### src/rtl/ff_override_arb.sv
// rtl/ff_override_arb.sv - two-requester round-robin override of a live data register
module ff_override_arb #(
  parameter int W  = 8,
  parameter int CW = 4
) (
  input  logic          clk,
  input  logic          rst,
  input  logic [W-1:0]  d,
  input  logic [1:0]    req,
  input  logic [W-1:0]  val0,
  input  logic [W-1:0]  val1,
  input  logic [CW-1:0] len0,
  input  logic [CW-1:0] len1,
  output logic [1:0]    gnt,
  output logic [W-1:0]  q,
  output logic          busy,
  output logic          done
);

  typedef enum logic [1:0] {IDLE, HOLD, RELEASE} state_t;

  state_t        state, state_nxt;
  logic [W-1:0]  q_reg;
  logic [W-1:0]  ov_val;
  logic [CW-1:0] cnt;
  logic          ptr;
  logic          gsel;
  logic          winner;

  // ptr holds the last-served requester; on contention the other one wins
  assign winner = (req == 2'b11) ? ~ptr : ~req[0];

  always_ff @(posedge clk) begin
    if (rst) state <= IDLE;
    else     state <= state_nxt;
  end

  always_comb begin
    state_nxt = state;
    case (state)
      IDLE:    if (req != 2'b00) state_nxt = HOLD;
      HOLD:    if (!req[gsel] || cnt == '0) state_nxt = RELEASE;
      RELEASE: state_nxt = IDLE;
      default: state_nxt = IDLE;
    endcase
  end

  always_ff @(posedge clk) begin
    if (rst) begin
      q_reg  <= '0;
      ov_val <= '0;
      cnt    <= '0;
      ptr    <= 1'b1;
      gsel   <= 1'b0;
    end else begin
      q_reg <= d;
      if (state == IDLE && req != 2'b00) begin
        ov_val <= winner ? val1 : val0;
        cnt    <= winner ? len1 : len0;
        ptr    <= winner;
        gsel   <= winner;
      end else if (state == HOLD && cnt != '0) begin
        cnt <= cnt - 1'b1;
      end
    end
  end

  always_comb begin
    gnt  = 2'b00;
    q    = q_reg;
    busy = 1'b0;
    done = 1'b0;
    case (state)
      HOLD: begin
        gnt  = gsel ? 2'b10 : 2'b01;
        q    = ov_val;
        busy = 1'b1;
      end
      RELEASE: begin
        busy = 1'b1;
        done = 1'b1;
      end
      default: ;
    endcase
  end

endmodule

### config.mk
export PLATFORM = sky130hd
export DESIGN_NAME = ff_override_arb
export DESIGN_NICKNAME = d
export VERILOG_FILES = /design/src/rtl/ff_override_arb.sv
export SDC_FILE = /design/constraint.sdc
export NUM_CORES = 1
export LEC_CHECK = 0
export CAP_MARGIN = 20
export CELL_PAD_IN_SITES_DETAIL_PLACEMENT = 1
export CELL_PAD_IN_SITES_GLOBAL_PLACEMENT = 1
export CORE_MARGIN = 2
export CORE_UTILIZATION = 44
export DETAILED_ROUTE_END_ITERATION = 12
export DONT_BUFFER_PORTS = 1
export PLACE_DENSITY_LB_ADDON = 0.12
export SYNTH_ARGS = -nofsm -noshare
export SYNTH_HDL_FRONTEND = slang
export SYNTH_SLANG_ARGS = --single-unit
### constraint.sdc
create_clock -name clk -period 2.2 [get_ports clk]
set_clock_uncertainty 0.2 [all_clocks]
set_input_delay 0.11 -clock clk [delete_from_list [all_inputs] [get_ports clk]]
set_output_delay 0.11 -clock clk [all_outputs]
set_load 0.1 [all_outputs]
Word-level counts from Yosys, hierarchy flattened
Cells that the tools add are included.
{"block": "totals", "output_inout_bits": 12, "inputBits": 36, "reg_bits": 24, "wordCells": 41}
{"block": "op_classes", "n_reduce_logical": 11, "eq_ne": 5, "addsub": 1, "n_bitwise": 2, "order_cmp": 1, "n_mux": 15}
{"operator": "8-bit 2-to-1 mux", "n": 2}
{"operator": "4-bit 2-to-1 mux", "n": 3}
{"operator": "2-bit 2-to-1 mux", "n": 4}
{"operator": "1-bit 2-to-1 mux", "n": 5}
{"operator": "2-bit == test (second input constant)", "n": 2}
{"operator": "4-bit logical NOT", "n": 1}
{"operator": "2-bit one-hot mux with 2 select lines", "n": 1}
{"operator": "2-bit nonzero test", "n": 2}
{"operator": "4-bit nonzero test", "n": 1}
{"operator": "4-bit by 1-bit subtractor with 4-bit output (second input constant)", "n": 1}
{"operator": "2-bit by 1-bit == test with 1-bit output (second input constant)", "n": 1}
{"operator": "1-bit logical AND", "n": 2}
{"operator": "2-bit logical NOT", "n": 1}
{"operator": "1-bit by 2-bit less-than comparator with 1-bit output (second input constant)", "n": 1}
{"operator": "2-bit by 1-bit inequality test with 1-bit output (second input constant)", "n": 1}
{"operator": "2-bit inequality test (second input constant)", "n": 1}
{"operator": "1-bit inverter", "n": 2}
{"operator": "2-bit AND reduction", "n": 1}
{"operator": "2-bit OR reduction", "n": 1}
{"operator": "1-bit logical NOT", "n": 1}
{"operator": "1-bit logical OR", "n": 1}

Depth between registers and ports, before layout
{"block": "logic_depth", "ltp_word": 6, "ltp_mapped": 7, "mapped_depth_nobuf": 6}

Worst setup path after synthesis
OpenSTA, ideal clock, no wires.
{"block": "synth_path", "kind": "flip-flop to output port", "from": "register state[1]", "to": "output gnt[0]", "arrival_ns": 2.395, "t_required_ns": 1.890, "setup_slack_ns": -0.505, "path_buffers": 2, "path_stages_with_launch": 6, "cell_sequence": "dfxtp_1 -> inv_1 -> ha_1 -> buf_2 -> clkbuf_1 -> nor2b_1"}
{"block": "synth_via", "elab_chain_len": 2}
{"item": "from (decl)", "line_no": "22", "rtl": "state_t state, state_nxt;"}
{"item": "from (signal assigned)", "line_no": "35", "rtl": "else state <= state_nxt;"}
{"item": "2-bit by 1-bit == test with 1-bit output", "line_no": "73", "rtl": "case (state)"}
{"item": "2-bit 2-to-1 mux", "line_no": "73"}
{"item": "to (decl)", "line_no": "14", "rtl": "output logic [1:0] gnt,"}
Every way passes these cells.

Worst setup path in the final report
{"block": "layout_path", "from": "register ptr", "to": "register ov_val[6]"}
{"block": "layout_via", "elab_chain_len": 3}
{"item": "from (decl)", "line_no": "26", "rtl": "logic ptr;"}
{"item": "from (signal assigned)", "line_no": "60", "rtl": "ptr <= winner;"}
{"item": "1-bit inverter", "line_no": "31", "rtl": "assign winner = (req == 2'b11) ? ~ptr : ~req[0];"}
{"item": "1-bit 2-to-1 mux", "line_no": "31"}
{"item": "8-bit 2-to-1 mux", "line_no": "58", "rtl": "ov_val <= winner ? val1 : val0;"}
{"item": "to (signal assigned)", "line_no": "58"}
{"item": "to (decl)", "line_no": "24", "rtl": "logic [W-1:0] ov_val;"}
Every way passes these cells.
A chain may end at the register's enable or synchronous reset.

==> impl_metrics.tcl <==
set metrics [dict create \
    status "finished, final reports clean" \
    cap_violations 0 \
    cts_buffers 3 \
    clk_pin_slew_ns 0.13 \
    reg2reg_from "ptr$_SDFFE_PP1P_" \
    layout_common_cells "35 x dlygate4sd3_1, 24 x dfxtp_1, 14 x nor2_1" \
    ys_types 32 \
    cpLargestDelayFamily "buffers and inverters" \
    grt_overflow 0 \
    grt_usage 0.246 \
    fin_cells 207 \
    row_count 19 \
    final.setup.tns_ns 0 \
    ys_warn_count 0 \
    start_util 0.452 \
    crit_start "ptr$_SDFFE_PP1P_" \
    worstPathCellList "nand2b_1, nand2_1, buf_6, mux2i_1, dlygate4sd3_1, a211oi_2" \
    fmax_mhz 476 \
    p_per_area_nw_per_um2 1070 \
    crit_slowest_cell "dlygate4sd3_1" \
    cts_sinks 24 \
    drc 0 \
    grt_max_degree 25 \
    post-route-util 0.690 \
    tightestPinTransition_ns 0.904 \
    relSlewSlack 0.396 \
    die_w_um 56.8 \
    fin_crit_ns 2.10 \
    max_stage_delay_ns 0.62 \
    num_io_pins 48 \
    arrival_ns 2.08 \
    wl_per_cell_um 17.8 \
    nFillCells 276 \
    design.die.area_sq_um 3220 \
    cp.required_ns 2.18 \
    regArea_sq_um 480 \
    crit_fanout 9 \
    path_buf_inv 2 \
    die_y_um 56.8 \
    crit_type "register to register" \
    viasPerCell 5.55 \
    drive_gt1_frac 0.193 \
    port_buffers 0 \
    wirelength_mm 3.69 \
    drtIter0Drc 39 \
    dpl.cell_count 168 \
    synthCells 130 \
    endpoint_kind "register" \
    grt_pass1_wl_mm 5.95 \
    clk_latency_ns 0.31 \
    slew_viol_final 0 \
    post-route-period-util 0.956 \
    cts_root_buf "clkbuf_4" \
    drtPass1Iterations 4 \
    place_congestion 0.761 \
    ir_worst_vdd_mv 0.958 \
    setup_violations 0 \
    antenna_found_initial 0 \
    yosysSeqAreaShare 0.392 \
    holdCritStartpoint "req[1]" \
    dp_hpwl_mm 2.16 \
    area_delta_synth_final_pct 52.7 \
    tritoncts "done" \
    hold_path_class "primary input to register" \
    final_nets 218 \
    first_global_vias 1286 \
    fp.coreArea_sq_um 2710 \
    antenna_left 0 \
    multi_input_area_sq_um 693 \
    diodes 0 \
    critPathLaunchType "register" \
    synth.avg_cell_area_sq_um 9.42 \
    yosys_register_bits 24 \
    whs_ns 0.0486 \
    synth_area_sq_um 1220 \
    synth_nets 171 \
    clk_path_buf_depth 2 \
    cts.htree.levels 1 \
    routed-via-count 1148 \
    p_leak_nw 0.773 \
    layout_commonest_cell "dlygate4sd3_1" \
    finalHoldViolCount 0 \
]
==> final cells by class <==
class	count	area share
repair buffers	50	0.318
flip-flops and latches	24	0.257
multi-input cells	91	0.371
inverters	7	0.0140
clock buffers	4	0.0194
well taps	31	0.0207
==> stage by stage <==
step           setup slack [ns]  instance area, sq um  power [W]
2_1_floorplan           0.00458                  1230    0.00138
4_1_cts                   0.113                  1840    0.00197
6_report                 0.0975                  1870    0.00200
3_3_place_gp              0.437                  1470    0.00165
5_1_grt                -0.00567                  1870    0.00211
3_5_place_dp              0.371                  1470    0.00167
==> path summary, 6_finish.rpt <==
check                                              end  slack, ns  cells after the start
worst max-delay path            ov_val[6]$_SDFFE_PP0P_        0.1                      6
worst max register to register  ov_val[6]$_SDFFE_PP0P_        0.1                      6
worst min-delay path               cnt[3]$_SDFFE_PP0P_       0.05                      3
worst min register to register     cnt[0]$_SDFFE_PP0P_       0.31                      2
==> synthesized netlist by cell type <==
master	instances	area (sq um)
a211oi_1	9	67.6
o211ai_1	1	7.51
nand3b_1	4	30.0
nor3_1	4	20.0
o2bb2ai_1	1	8.76
o21bai_1	1	7.51
mux2_2	9	101
buf_2	2	10.0
or2b_1	1	7.51
o21ai_1	1	5.00
o311ai_0	2	17.5
a32oi_1	2	17.5
mux2i_1	10	100
o21a_1	1	7.51
a32oi_2	1	16.3
or3b_4	1	11.3
clkbuf_1	4	15.0
nand3_1	3	15.0
inv_1	7	26.3
nand2b_1	1	6.26
a21oi_1	4	20.0
dfxtp_1	24	480
buf_4	1	7.51
nor2b_1	9	56.3
nand2_1	3	11.3
and2_1	1	6.26
ha_1	5	62.6
a31o_2	1	8.76
nor2_1	14	52.6
a21boi_1	1	7.51
o22a_1	1	8.76
clkbuf_2	1	5.00
==> tightest hold or removal path, stage by stage <==
cell,delay [ns]
o21a_1,0.20
o22a_1,0.17
nor3_1,0.04
==> routing by layer <==
layer	GRT usage	vias to the layer above	routed length, um
met5	0	-	0
met1	0.286	533	1520
met3	0.0576	12	180
li1	-	555	-
met2	0.404	48	1870
met4	0.153	0	123
==> cell families after synthesis <==
kind of cell / synth area share
mux: 0.164
flops: 0.392
fa+ha+maj: 0.0511
simple gates: 0.177
buf+inv: 0.0521
compound gates: 0.163
==> power by group <==
group	switching (W)	internal, W	total [W]
clock	0.000127	0.000101	0.000228
sequential	0.0000628	0.000518	0.000581
combinational	0.000735	0.000456	0.00119
total	0.000924	0.00107	0.00200
==> timing repair <==
| action | 4_1_cts | 5_1_grt |
|---|---|---|
| endpoints found under the hold margin | 24 | 1 |
| setup endpoints to repair | 0 | 4 |
| hold buffers | 34 | 1 |
| buffers inserted | 0 | 0 |
| resized for setup | 0 | 4 |
(Power assumes the default switching activity.)
